`src/rtl/seq_addsub_32bit.sv`:
```
// Slice-serial adder/subtractor: consumes A, pre-inverted B and carry-in,
// adds SLICE bits per cycle and reports result plus carry/overflow/zero flags.
module seq_addsub_32bit #(
  parameter int unsigned WIDTH = 32,
  parameter int unsigned SLICE = 4
) (
  input  logic             clk,
  input  logic             reset,
  input  logic             start,
  input  logic [WIDTH-1:0] a,
  input  logic [WIDTH-1:0] b_x,
  input  logic             cin,
  output logic [WIDTH-1:0] result,
  output logic             cout,
  output logic             overflow,
  output logic             zero,
  output logic             busy,
  output logic             done
);

  localparam int unsigned NSLICE = WIDTH / SLICE;
  localparam int unsigned CNT_W  = (NSLICE > 1) ? $clog2(NSLICE) : 1;
  localparam int unsigned SUM_W  = SLICE + 1;
  localparam logic [WIDTH-1:0] SLICE_MASK = WIDTH'({SLICE{1'b1}});
  localparam logic [CNT_W-1:0] LAST_CNT   = CNT_W'(NSLICE - 1);

  typedef enum logic [1:0] {
    S_IDLE = 2'd0,
    S_RUN  = 2'd1,
    S_DONE = 2'd2
  } state_e;

  state_e             state_q, state_d;
  logic [WIDTH-1:0]   a_q, a_d;
  logic [WIDTH-1:0]   b_q, b_d;
  logic               carry_q, carry_d;
  logic [CNT_W-1:0]   cnt_q, cnt_d;
  logic [WIDTH-1:0]   result_q, result_d;
  logic               cout_q, cout_d;
  logic               ovf_q, ovf_d;
  logic               zero_q, zero_d;
  logic               busy_q, busy_d;
  logic               done_q, done_d;

  logic               accept_c;
  logic               last_c;
  logic [31:0]        shamt_c;
  logic [SLICE-1:0]   a_sl_c;
  logic [SLICE-1:0]   b_sl_c;
  logic [SUM_W-1:0]   sum_c;
  logic [WIDTH-1:0]   merged_c;
  logic               msb_cin_c;

  // A new operation is accepted only when no operation is in flight.
  assign accept_c = start && (state_q != S_RUN);
  assign last_c   = (cnt_q == LAST_CNT);

  // State register.
  always_ff @(posedge clk) begin
    if (reset) state_q <= S_IDLE;
    else       state_q <= state_d;
  end

  // Next-state logic.
  always_comb begin
    state_d = state_q;
    unique case (state_q)
      S_IDLE:  if (start) state_d = S_RUN;
      S_RUN:   if (last_c) state_d = S_DONE;
      S_DONE:  state_d = start ? S_RUN : S_IDLE;
      default: state_d = S_IDLE;
    endcase
  end

  // Current slice add; the MSB carry-in is recovered from the MSB sum bit.
  always_comb begin
    shamt_c   = 32'(cnt_q) * SLICE;
    a_sl_c    = SLICE'(a_q >> shamt_c);
    b_sl_c    = SLICE'(b_q >> shamt_c);
    sum_c     = SUM_W'(a_sl_c) + SUM_W'(b_sl_c) + SUM_W'(carry_q);
    merged_c  = (result_q & ~(SLICE_MASK << shamt_c))
              | (WIDTH'(sum_c[SLICE-1:0]) << shamt_c);
    msb_cin_c = a_sl_c[SLICE-1] ^ b_sl_c[SLICE-1] ^ sum_c[SLICE-1];
  end

  // Datapath and output next values.
  always_comb begin
    a_d      = a_q;
    b_d      = b_q;
    carry_d  = carry_q;
    cnt_d    = cnt_q;
    result_d = result_q;
    cout_d   = cout_q;
    ovf_d    = ovf_q;
    zero_d   = zero_q;
    busy_d   = (state_d == S_RUN);
    done_d   = (state_d == S_DONE);
    if (accept_c) begin
      a_d      = a;
      b_d      = b_x;
      carry_d  = cin;
      cnt_d    = '0;
      result_d = '0;
      cout_d   = 1'b0;
      ovf_d    = 1'b0;
      zero_d   = 1'b0;
    end else if (state_q == S_RUN) begin
      result_d = merged_c;
      carry_d  = sum_c[SLICE];
      cnt_d    = cnt_q + CNT_W'(1);
      if (last_c) begin
        cout_d = sum_c[SLICE];
        ovf_d  = msb_cin_c ^ sum_c[SLICE];
        zero_d = (merged_c == '0);
      end
    end
  end

  // Datapath and output registers.
  always_ff @(posedge clk) begin
    if (reset) begin
      a_q      <= '0;
      b_q      <= '0;
      carry_q  <= 1'b0;
      cnt_q    <= '0;
      result_q <= '0;
      cout_q   <= 1'b0;
      ovf_q    <= 1'b0;
      zero_q   <= 1'b0;
      busy_q   <= 1'b0;
      done_q   <= 1'b0;
    end else begin
      a_q      <= a_d;
      b_q      <= b_d;
      carry_q  <= carry_d;
      cnt_q    <= cnt_d;
      result_q <= result_d;
      cout_q   <= cout_d;
      ovf_q    <= ovf_d;
      zero_q   <= zero_d;
      busy_q   <= busy_d;
      done_q   <= done_d;
    end
  end

  assign result   = result_q;
  assign cout     = cout_q;
  assign overflow = ovf_q;
  assign zero     = zero_q;
  assign busy     = busy_q;
  assign done     = done_q;

endmodule

```
`config.mk`:
```
export PLATFORM = sky130hd
export DESIGN_NAME = seq_addsub_32bit
export DESIGN_NICKNAME = d
export VERILOG_FILES = /design/src/rtl/seq_addsub_32bit.sv
export SDC_FILE = /design/constraint.sdc
export NUM_CORES = 1
export LEC_CHECK = 0
export BUFFER_PORTS_ARGS = -buffer_cell sky130_fd_sc_hd__buf_2
export CORE_AREA = 2 2 98 100
export DETAILED_ROUTE_END_ITERATION = 6
export DIE_AREA = 0 0 100 102
export GPL_ROUTABILITY_DRIVEN = 0
export MAX_ROUTING_LAYER = met4
export PLACE_DENSITY = 0.87
export SLEW_MARGIN = 20
export SYNTH_ARGS = -nofsm -noshare
export SYNTH_HDL_FRONTEND = slang
export SYNTH_SLANG_ARGS = --single-unit
```
`constraint.sdc`:
```
create_clock -name clk -period 4.4 [get_ports clk]
set_input_delay 0.22 -clock clk [delete_from_list [all_inputs] [get_ports clk]]
set_output_delay 0.22 -clock clk [all_outputs]
set_load 0.005 [all_outputs]
```
# ---- Word-level counts from Yosys, hierarchy flattened
# Cells that the tools add are included.
# Widths: inputs -> output; s select.
dict set report word_totals {
  register_bits 107
  latchBits 0
  ram_bits 0
  rom_bits 0
  out_inout_bits 37
  elab_cells 42
  n_memories 0
}
dict set report classes {
  add_sub_neg 3
  mul 0
  div_mod_pow 0
  magnitude_cmp 0
  n_eq_ne 6
  shifts 4
  muxes 6
  bitwise_logic 6
  n_reduce_logical 6
}
# op count
set ops {}
lappend ops {{$shr 32x5->4} 2}
lappend ops {{$and 32x32->32} 1}
lappend ops {{$logic_not 32->1} 1}
lappend ops {{$not 32->32} 1}
lappend ops {{$or 32x32->32} 1}
lappend ops {{$shl 4x5->32} 1}
lappend ops {{$shl 4x5->32 const A} 1}
lappend ops {{$pmux 2 s3} 1}
lappend ops {{$add 4x4->5} 1}
lappend ops {{$add 5x1->5} 1}
lappend ops {{$eq 2x1->1 const B} 2}
lappend ops {{$eq 2x2->1 const B} 2}
lappend ops {{$mux 2} 2}
lappend ops {{$add 3x1->3 const B} 1}
lappend ops {{$eq 3x3->1 const B} 1}
lappend ops {{$mux 1} 3}
lappend ops {{$xor 1x1->1} 3}
lappend ops {{$logic_not 2->1} 1}
lappend ops {{$ne 2x1->1 const B} 1}
lappend ops {{$reduce_and 2->1} 1}
lappend ops {{$reduce_bool 2->1} 1}
lappend ops {{$reduce_or 2->1} 1}
lappend ops {{$logic_and 1x1->1} 1}

# ---- Longest topological paths before layout
# Gate-level depths: netlist of the first run.
dict set report logic_depth {
  word_depth 6
  mapped_depth 14
  ltp_nobuf 11
}

# ---- Worst setup path before layout of the first run
# OpenSTA, ideal clock, no wires.
dict set report synth_timing {
  path_kind {register -> register}
  startpoint {register cnt_q[0]}
  endpoint {register zero_q (netlist: zero)}
  setup_ns 0.117
  arrival_time_ns 2.988
  required_time_ns 4.283
  setup_slack_ns 1.295
  path_stages_with_launch 14
  path_buffers 2
  cell_sequence {dfxtp_1 buf_6 buf_2 mux4_2 nand2_1 nand2_1 fa_1 inv_1 fa_1 nor2_1 a21oi_1 a211o_1 nand3b_1 o21ai_1}
}
dict set report synth_via {
  elab_chain_len 6
}
# item line
set synth_rtl {}
lappend synth_rtl {{start, declared} 37} ;# logic [CNT_W-1:0] cnt_q, cnt_d;
lappend synth_rtl {{start signal, assigned} 136} ;# cnt_q <= cnt_d;
lappend synth_rtl {{$shr 32x5->4, on equally long branches} {78, 79}}
lappend synth_rtl {{$add 4x4->5} 80} ;# sum_c = SUM_W'(a_sl_c) + SUM_W'(b_sl_c) + SUM_W'(carry_q);
lappend synth_rtl {{$add 5x1->5} 80}
lappend synth_rtl {{$shl 4x5->32} 82} ;# | (WIDTH'(sum_c[SLICE-1:0]) << shamt_c);
lappend synth_rtl {{$or 32x32->32} 82}
lappend synth_rtl {{$logic_not 32->1} 114} ;# zero_d = (merged_c == '0);
lappend synth_rtl {{end signal, assigned} 140} ;# zero_q <= zero_d;
lappend synth_rtl {{end, declared} 41} ;# logic zero_q, zero_d;
# Several ways; a longest one is shown, not always the timed one.
# A chain may end at the register's enable or synchronous reset.

# ---- Worst setup path after layout of the first run
# Same ends and word-level chain as after synthesis.

==> qor.csv, run 1 <==
stage;metric;value;unit
cts;# resized after CTS;0;
cts;clk_lat worst skew;0.37;ns
pwr;Power Dens Cells;336.0;nW/um^2
yosys;syn_area_per_cell;8.436;um^2
timing;RSZ-0062 raised after global routing;no;
worst_setup_path;reg2reg end;zero;
timing;FMAX;294.1;MHz
global_routing;number of global-route vias before repair;4357;
cts;CTS tree;yes;
yosys;Synth Register Bits;107;
timing;clock skew;0.01323;ns
yosys;most used flip-flop cell after synthesis;dfxtp_1;
detailed_routing;Via Count;4514;
pwr;Int Power;1.331;mW
run;max-cap viol count;0;
place;IO buf count;104;
worst_setup_path;Worst Path Max Fanout;12;
cts;hold_buf cts;0;
floorplan;die area;10200;um^2
detailed_routing;Post-route DRC;0;
cts;CTS H-tree lvls;3;
yosys;Yosys cell types;50;
timing;Worst Tran Pin Value;0.9050;ns
cts;buffer depth of the longest clock path;2;
pwr;LEAKAGE;2.302;nW
worst_setup_path;CP Data Required Time;4.71;ns
timing;Pins Over Slew Limit;0;
pwr;Net Switching;0.5348;mW
detailed_routing;Routed WL per cell;15.99;um
floorplan;io pins;105;
layout;Register Area;2142;um^2
layout;Antenna Cells;0;
detailed_routing;final wirelength;12380;um
min_path;hold path cells;3;
worst_setup_path;Arrival @ worst endpoint;3.71;ns
place;Post-DP HPWL;8656;um
cts;TritonCTS Buffers;9;
floorplan;die width;100;um
status;outcome;completed;
cts;Worst-path clk slew;0.11;ns
floorplan;Initial Util;53.16;%
layout;# fillers;772;
min_path;Worst Hold Class;input pin to register;
layout;fin util;60.98;%
yosys;asr flop ratio synth;0;%
global_routing;Remaining Overflow, GRT;0;
worst_setup_path;r2r worst-path depth;11;
layout;Final #Nets;737;
worst_setup_path;kind of critical path;register to register;
timing;Hold Vio Cnt, Final;0;
yosys;Cells after Synth;574;
layout;layout cells sized above 1;23.38;%
pwr;share of power burned in registers;55.4;%
yosys;synthesized area;4842;um^2
floorplan;Die Y;102;um
yosys;Post-synth EDFFs;0;
timing;final setup violation count;0;
timing;Tcrit/Tclk final;77.27;%
timing;fin crit period;3.400;ns
pwr;Clk network pwr share;29.6;%
worst_setup_path;endpoint class of the critical path;register;
global_routing;first-pass GRT wire length;20000;um
layout;Area growth syn-to-layout;14.70;%
timing;Final TNS setup;0;ns
worst_setup_path;FF-to-FF setup slack;1.00;ns
cts;Root Buffer;clkbuf_8;
worst_setup_path;Worst Setup Start Kind;register;
global_routing;initial antenna violation count;0;
cts;setup bufs post-CTS;0;
detailed_routing;DRT iter0 DRCs;387;
floorplan;row cnt;35;
global_routing;Total GRT Usage;25.22;%
pwr;switch share;28.66;%
worst_setup_path;R2R Path Start;cnt_q[0];
yosys;syn nets;653;
min_path;Hold Path End;b_q[31];
detailed_routing;DR pass1 iterations;5;
layout;area of the multi-input gates;2467;um^2
yosys;Synth warnings;0;
timing;Worst slew margin;39.59;%
min_path;min-delay src;b_x[31];
floorplan;core area;9109;um^2
detailed_routing;via/cell ratio;5.832;
pwr;VDD IR-drop max;154.8;uV
global_routing;pin count of the biggest net entering global routing;73;
pwr;Logic pwr share;15.0;%
yosys;register area share after synthesis;44.24;%
detailed_routing;antenna-violating nets left;0;
cts;# clock sinks;107;
[power groups by stage]
stage	Combinational (mW)	Clock [mW]	Sequential, mW
after floorplan	0.198	0	1.04
after global placement	0.263	0	1.05
after detailed placement	0.275	0	1.06
after CTS	0.275	0.558	1.03
after global routing	0.306	0.602	1.04
final	0.281	0.552	1.03
[registers in the layout, indices dropped and copies added (netlist names)]
name,count
busy,1
carry_q,1
state_q,2
zero,1
cnt_q,3
overflow,1
b_q,32
result,32
done,1
a_q,32
cout,1
[metrics by stage]
stage          hold slack [ns]  cells  total power, mW  area, um^2  setup slack, ns
2_1_floorplan           0.3560    574            1.243        4842            1.295
3_3_place_gp            0.4405    758            1.316        5380            1.179
3_5_place_dp            0.4488    758            1.330        5380            1.046
4_1_cts                0.06884    774            1.866        5553            1.014
5_1_grt                0.06473    774            1.947        5554           0.7850
6_report               0.07189    774            1.866        5554            1.000
[cell families after synthesis]
kind of cell	Yosys count	synth area share, %
fa+ha+maj	11	3.153
buf+inv	51	4.910
mux	17	7.649
compound gates	130	16.95
simple gates	254	22.22
xor+xnor	4	0.8787
flops	107	44.24
[per-layer routing]
layer / track usage [%] / up-vias / part of all wire [%]
li1: - / 2138 / -
met1: 32.52 / 2089 / 41
met2: 39.35 / 247 / 47
met3: 5.062 / 40 / 8.8
met4: 9.905 / 0 / 2.6
met5: - / - / 0
[critical path, stage by stage (launching register included)]
cell and delay (ns):
dfxtp_1 0.78, mux4_2 0.59, nand2_1 0.08, nand2_1 0.07, fa_1 0.42, inv_1 0.09, fa_1 0.25, xnor2_2 0.18
a31o_1 0.24, a2111oi_2 0.35, nand4_1 0.14, o21ai_1 0.15
[Yosys cell counts (2+ instances only)]
master       n  area share (%)
buf_6        2            0.47
ha_1         9             2.3
a32oi_1      9             1.6
o221ai_1     2            0.36
nand3_1      7            0.72
buf_2       16             1.7
nor4_1       3            0.39
nor2b_1      3            0.39
clkbuf_1    17             1.3
nand3b_1     2            0.31
o22ai_1      3            0.39
mux4_2      16             7.4
xnor2_1      2            0.36
buf_4        3            0.47
a21oi_1     73             7.5
nand2b_1     6            0.78
and2_1       3            0.39
buf_1        3            0.23
nor3_1       7            0.72
nand2_1    162              13
a22oi_1     23             3.6
nor2_1      51             4.0
fa_1         2            0.83
a21boi_0     3            0.47
a211oi_1     5            0.78
a2111oi_2    2            0.62
dfxtp_1    107              44
a2bb2oi_1    2            0.36
inv_1       10            0.78
[cell type report]
class / instances / share of cell area (%)
Multi-Input combinational cell: 416 / 44.42
Sequential cell: 107 / 38.57
Timing Repair Buffer: 114 / 10.72
Tap cell: 111 / 2.501
Clock buffer: 9 / 2.230
Clock inverter: 7 / 0.8786
Inverter: 10 / 0.6758
[worst max-delay path by stage]
stage,startpoint,to
after global routing,cnt_q[0],zero
after CTS,cnt_q[0],zero
final,cnt_q[0],zero
after detailed placement,cnt_q[0],zero
after floorplan,cnt_q[0],zero
after global placement,cnt_q[0],zero
[placed cells by master, fill, tap and decap left out, drive strengths merged, types with 4 or more instances in the layout]
master	Yosys	layout
a22oi	23	23
nand3	7	7
ha	9	9
clkbuf	17	9
nand2	162	162
inv	10	13
a211oi	5	5
a32oi	9	9
nor4	4	4
and2	4	4
buf	24	114
a21oi	73	73
dfxtp	107	107
mux4	16	16
nor2	51	51
nand2b	7	7
nor3	7	7
(Power assumes the default switching activity.)
==> inputs of run 2 (changes only) <==
- ABC_AREA: unset -> 1
- CORE_AREA: 2 2 98 100 -> 2 2 106 108
- DIE_AREA: 0 0 100 102 -> 0 0 108 110
- PLACE_DENSITY: 0.87 -> 0.84
- clock period: 4.4 -> 2.8 ns (I/O delays scaled with it)
==> qor.csv, run 2 <==
stage;metric;value;unit;change
yosys;syn nets;858;;+31%
detailed_routing;via/cell ratio;5.245;;-10%
worst_setup_path;FF-to-FF setup slack;-0.13;ns;-1.13 ns
global_routing;pin count of the biggest net entering global routing;70;;-4.1%
worst_setup_path;R2R Path Start;cnt_q[0];;
cts;TritonCTS Buffers;9;;unchanged
timing;worst hold slack;0.001853;ns;-0.07003 ns
yosys;Synth area leader;dfxtp_1;;
floorplan;core area;10700;um^2;+17%
timing;Hold Vio Cnt, Final;0;;unchanged
worst_setup_path;Arrival @ worst endpoint;3.19;ns;-0.52 ns
cts;# clock sinks;107;;unchanged
floorplan;die area;11880;um^2;+16%
layout;fin util;61.17;%;+0.19 points
timing;Final TNS setup;-0.1315;ns;-0.1315 ns
worst_setup_path;kind of critical path;register to register;;
layout;Register Area;2150;um^2;+0.35%
cts;Root Buffer;clkbuf_8;;
place;Post-DP HPWL;9952;um;+15%
global_routing;initial antenna violation count;0;;unchanged
min_path;min-delay src;a[13];;
layout;# fillers;983;;+27%
pwr;VDD IR-drop max;365.5;uV;+140%
layout;Area growth syn-to-layout;25.60;%;
yosys;Post-synth EDFFs;0;;unchanged
layout;layout cells sized above 1;21.94;%;-1.4 points
yosys;cell with the most instances after synthesis;nand2_1;;
pwr;Power Dens Cells;503.2;nW/um^2;+50%
place;Area after DPL;5961;um^2;+11%
detailed_routing;Via Count;5539;;+23%
yosys;Synth Register Bits;107;;unchanged
min_path;Worst Hold Class;input pin to register;;
layout;most common cell after layout, fill and taps aside;nand2_1;;
yosys;Cells after Synth;779;;+36%
layout;most frequent cells in the layout;202 x nand2_1, 115 x nor2_1, 105 x dfxtp_1;;
worst_setup_path;r2r worst-path depth;21;;+10
timing;Worst Tran Pin Value;0.6625;ns;-0.2425 ns
floorplan;io pins;105;;unchanged
global_routing;Total GRT Usage;25.18;%;-0.038 points
floorplan;Initial Util;48.70;%;-4.5 points
worst_setup_path;reg2reg end;zero;;
run;max-cap viol count;0;;unchanged
detailed_routing;final wirelength;14340;um;+16%
worst_setup_path;Worst Path Max Fanout;7;;-5
worst_setup_path;endpoint class of the critical path;register;;
timing;Tcrit/Tclk final;104.7;%;+27 points
yosys;most frequent cells after synthesis;209 x nand2_1, 119 x nor2_1, 107 x dfxtp_1;;
worst_setup_path;Worst Setup Start Kind;register;;
detailed_routing;antenna-violating nets left;0;;unchanged
yosys;register area share after synthesis;41.11;%;-3.1 points
global_routing;first-pass GRT wire length;23320;um;+17%
status;outcome;finished with violations;;
global_routing;Remaining Overflow, GRT;0;;unchanged
timing;FMAX;341.1;MHz;+16%
status;failing checks;setup timing;;
layout;area of the multi-input gates;2656;um^2;+7.7%
cts;buffer depth of the longest clock path;2;;unchanged
cts;clk_lat worst skew;0.38;ns;about the same
timing;Pins Over Slew Limit;0;;unchanged
cts;CTS tree;yes;;
worst_setup_path;CP Data Required Time;3.06;ns;-1.65 ns
place;placed insts;1009;;+33%
layout;Final Cell Area;6544;um^2;+18%
timing;Worst slew margin;55.84;%;+16 points
timing;RSZ-0062 raised after global routing;yes;;
cts;CTS H-tree lvls;3;;unchanged
place;pre-CTS setup slack;-0.1288;ns;-1.175 ns
global_routing;number of global-route vias before repair;5208;;+20%
yosys;Synth warnings;0;;unchanged
yosys;top cell type's share of synthesized area;41.11;%;-3.1 points
timing;final setup margin;-0.1315;ns;-1.132 ns
layout;Antenna Cells;0;;unchanged
timing;final setup violation count;1;;+1
place;IO buf count;104;;unchanged
min_path;hold path cells;3;;unchanged
yosys;syn_area_per_cell;6.688;um^2;-21%
floorplan;Die Y;110;um;+7.8%
timing;fin crit period;2.931;ns;-0.4682 ns
layout;Final #Nets;990;;+34%
yosys;most used flip-flop cell after synthesis;dfxtp_1;;
detailed_routing;Post-route DRC;0;;unchanged
yosys;synth top area cells;dfxtp_1 41%, nand2_1 15%, nor2_1 8.6%;;
detailed_routing;DR pass1 iterations;5;;unchanged
floorplan;die width;108;um;+8.0%
pwr;Tot Pwr;3.293;mW;+76%
layout;Post-Layout Cell Count;1056;;+36%
yosys;asr flop ratio synth;0;%;unchanged
floorplan;row cnt;38;;+8.6%
detailed_routing;DRT iter0 DRCs;313;;-19%
min_path;Hold Path End;a_q[13];;
detailed_routing;Routed WL per cell;13.58;um;-15%
pwr;LEAKAGE;3.107;nW;+35%
timing;clock skew;0.01168;ns;-0.001551 ns
yosys;Yosys cell types;29;;-42%
cts;Worst-path clk slew;0.11;ns;about the same
yosys;synthesized area;5210;um^2;+7.6%
## run 2: cell types whose count changed after synthesis, sizes merged, moves of 20 or more
cell | previous run | this run
nor2 | 51 | 121
inv | 10 | 62
nand2 | 162 | 210
o21ai | 2 | 50
a22oi | 23 | 0
nand3 | 7 | 27
## run 2: repair_timing
| item | CTS | global route |
|---|---|---|
| setup endpoints to repair | 2 | 13 |
| pin swaps | 3 | 19 |
| setup buffers | 0 | 7 |
| hold buffers | 23 | 3 |
| resized for setup | 6 | 29 |
| endpoints found under the hold margin | 23 | 3 |
## run 2: cells by family after synthesis
kind of cell    Yosys count  share of synthesized area, %
mux                       1                        0.1921
simple gates            382                         29.51
compound gates          164                         17.08
flops                   107                         41.11
fa+ha+maj                11                         2.930
buf+inv                 114                         9.174
## run 2: cell type report
type	instances	area share, %
tap	140	2.677
inverter	62	3.671
timing repair buffer	173	17.09
clock buffer	10	2.103
multi-input combinational	558	40.59
clock inverter	6	1.013
sequential	107	32.85
## run 2: critical path, stage by stage (launching register included)
cell     delay [ns]
dfxtp_4        0.39
buf_8          0.14
buf_6          0.12
nor2_2         0.09
nor2_1         0.04
o21ai_1        0.10
a31oi_2        0.12
fa_2           0.39
inv_2          0.07
fa_2           0.46
nor2_2         0.20
nand3_1        0.10
nand2_1        0.07
inv_1          0.05
nand2_1        0.05
nor2_1         0.04
nand3_1        0.09
nor2_1         0.06
nand3_1        0.07
nor2_1         0.05
nor2_1         0.08
nor2_1         0.04
## run 2: power breakdown
| group | switching, mW | internal (mW) |
|---|---|---|
| sequential | 0.0577 | 1.61 |
| clock | 0.588 | 0.378 |
| combinational | 0.386 | 0.279 |
| total | 1.03 | 2.26 |
## run 2: worst max path at each step
stage,from,to,slack [ns],depth (start not counted)
2_1_floorplan,cnt_q[1],zero,-0.1,23
3_5_place_dp,cnt_q[0],zero,-0.13,19
4_1_cts,cnt_q[0],zero,-0.1,20
3_3_place_gp,cnt_q[0],zero,-0.03,19
5_1_grt,cnt_q[0],zero,-0.35,21
6_report,cnt_q[0],zero,-0.13,21
## run 2: routing by layer
metal  share of wire, %  global-route usage (%)  vias to the layer above
li1                   -                       -                     2786
met1                 43                   30.12                     2479
met2                 48                   42.23                      231
met3                6.7                   4.997                       43
met4                2.8                   9.524                        0
met5                  0                       -                        -
==> inputs of run 3 (changes only) <==
- CORE_AREA: 2 2 106 108 -> 2 2 104 106
- CTS_BUF_LIST: unset -> sky130_fd_sc_hd__clkbuf_8
- DIE_AREA: 0 0 108 110 -> 0 0 106 108
- PLACE_DENSITY: 0.84 -> 0.86
==> qor.csv, run 3 (synthesis results as in run 2) <==
stage;metric;value;unit;change
status;outcome;finished with violations;;
status;failing checks;setup timing;;
pwr;VDD IR-drop max;257.0;uV;-30%
timing;Worst Tran Pin Value;0.6736;ns;+0.01110 ns
timing;Pins Over Slew Limit;0;;unchanged
worst_setup_path;Worst Path Max Fanout;17;;+10
detailed_routing;DR pass1 iterations;6;;+1
floorplan;die width;106;um;-1.9%
worst_setup_path;Worst Setup Start Kind;register;;
run;max-cap viol count;0;;unchanged
pwr;LEAKAGE;3.127;nW;+0.65%
floorplan;Die Y;108;um;-1.8%
global_routing;first-pass GRT wire length;23540;um;+0.97%
worst_setup_path;CP Data Required Time;3.12;ns;+0.06 ns
global_routing;number of global-route vias before repair;5105;;-2.0%
detailed_routing;Routed WL per cell;13.96;um;+2.8%
pwr;Tot Pwr;3.278;mW;-0.45%
floorplan;core area;10230;um^2;-4.4%
layout;most frequent cells in the layout;206 x nand2_1, 115 x nor2_1, 105 x dfxtp_1;;
timing;FMAX;326.5;MHz;-4.3%
cts;Worst-path clk slew;0.11;ns;about the same
floorplan;row cnt;37;;-2.6%
layout;most common cell after layout, fill and taps aside;nand2_1;;
layout;layout cells sized above 1;22.31;%;+0.36 points
timing;RSZ-0062 raised after global routing;yes;;
cts;buffer depth of the longest clock path;2;;unchanged
worst_setup_path;endpoint class of the critical path;register;;
detailed_routing;DRT iter0 DRCs;462;;+48%
detailed_routing;final wirelength;14730;um;+2.7%
place;Post-DP HPWL;9831;um;-1.2%
detailed_routing;Via Count;5682;;+2.6%
global_routing;pin count of the biggest net entering global routing;70;;unchanged
timing;Tcrit/Tclk final;109.4;%;+4.7 points
timing;final setup violation count;1;;unchanged
layout;Final Cell Area;6558;um^2;+0.21%
layout;fin util;64.09;%;+2.9 points
cts;CTS tree;yes;;
cts;clk_lat worst skew;0.38;ns;about the same
cts;TritonCTS Buffers;9;;unchanged
place;Area after DPL;5986;um^2;+0.42%
layout;Area growth syn-to-layout;25.86;%;
global_routing;Remaining Overflow, GRT;0;;unchanged
min_path;Worst Hold Class;input pin to register;;
floorplan;die area;11450;um^2;-3.6%
cts;# clock sinks;107;;unchanged
cts;CTS H-tree lvls;3;;unchanged
detailed_routing;antenna-violating nets left;0;;unchanged
place;IO buf count;104;;unchanged
global_routing;Total GRT Usage;26.22;%;+1.0 points
place;placed insts;1009;;unchanged
layout;Antenna Cells;0;;unchanged
layout;Post-Layout Cell Count;1055;;-0.095%
worst_setup_path;kind of critical path;register to register;;
layout;Final #Nets;993;;+0.30%
detailed_routing;via/cell ratio;5.386;;+2.7%
timing;Hold Vio Cnt, Final;0;;unchanged
timing;fin crit period;3.063;ns;+0.1314 ns
timing;final setup margin;-0.2628;ns;-0.1314 ns
timing;Worst slew margin;55.10;%;-0.74 points
timing;clock skew;0.01219;ns;+0.0005074 ns
cts;Root Buffer;clkbuf_8;;
worst_setup_path;Arrival @ worst endpoint;3.38;ns;+0.19 ns
detailed_routing;Post-route DRC;0;;unchanged
pwr;Power Dens Cells;499.9;nW/um^2;-0.66%
floorplan;Initial Util;50.92;%;+2.2 points
global_routing;initial antenna violation count;0;;unchanged
floorplan;io pins;105;;unchanged
run 3: changes by cell type in the layout (fill, tap and decap cells not counted), sizes merged:
cell	delta
inv	+1
buf	+7
clkinv	+1
dlygate4sd3	-4
clkbuf	-1
clkinvlp	-1
run 3: report_power, final:
| part | internal, mW | switching (mW) |
|---|---|---|
| Combinational | 0.281 | 0.403 |
| Clock | 0.349 | 0.581 |
| Sequential | 1.60 | 0.0583 |
run 3: critical path, cell delays in order, from the launching register on:
cell and delay (ns):
dfxtp_4 0.43, buf_4 0.14, buf_4 0.22, o21ai_0 0.14
o22ai_1 0.19, nand2_1 0.09, o21ai_2 0.08, inv_2 0.05
fa_2 0.56, inv_2 0.06, nand3_2 0.07, nor2_1 0.05
nor2_1 0.15, nand2_1 0.09, nor2_1 0.11, nand3_1 0.09
nor2_1 0.15, nand3_1 0.10, nor2_1 0.11, nor2_1 0.04
nor2_1 0.07
run 3: final timing paths:
path	startpoint	to	slack [ns]	cells after the start
setup reg to reg	cnt_q[1]	zero	-0.26	20
hold / removal	a[27]	a_q[27]	0.004	3
hold reg to reg	b_q[23]	b_q[23]	0.47	2
setup / recovery	cnt_q[1]	zero	-0.26	20
run 3: final cells by class:
| class | count | area (um^2) |
|---|---|---|
| timing repair buffer | 176 | 1142 |
| sequential | 107 | 2150 |
| clock inverter | 7 | 66.31 |
| tap | 136 | 170.2 |
| fill | 886 | 3674 |
| clock buffer | 9 | 123.9 |
| inverter | 62 | 240.2 |
| multi-input combinational | 558 | 2665 |
run 3: per-stage QoR:
stage	TNS, ns	hold WS, ns	setup WS [ns]
after floorplan	-0.09581	0.2836	-0.09581
after global placement	-0.03706	0.3934	-0.03706
after detailed placement	-0.08360	0.3942	-0.08360
after CTS	-0.2626	0.0003462	-0.1531
after global routing	-1.099	0.001185	-0.4442
final	-0.2628	0.003737	-0.2628
run 3: timing repair:
item	4_1_cts	5_1_grt
pin swaps	5	15
endpoints found under the hold margin	21	1
buffers inserted	9	3
resized for setup	10	27
endpoints found under the setup margin	1	20
hold buffers	21	1
run 3: routing by layer:
metal	GRT usage [%]	routed length (um)	share of wire (%)
met1	31.68	6131	42
met2	43.55	7057	48
met3	4.762	1042	7.1
met4	10.71	494	3.4
met5	-	0	0
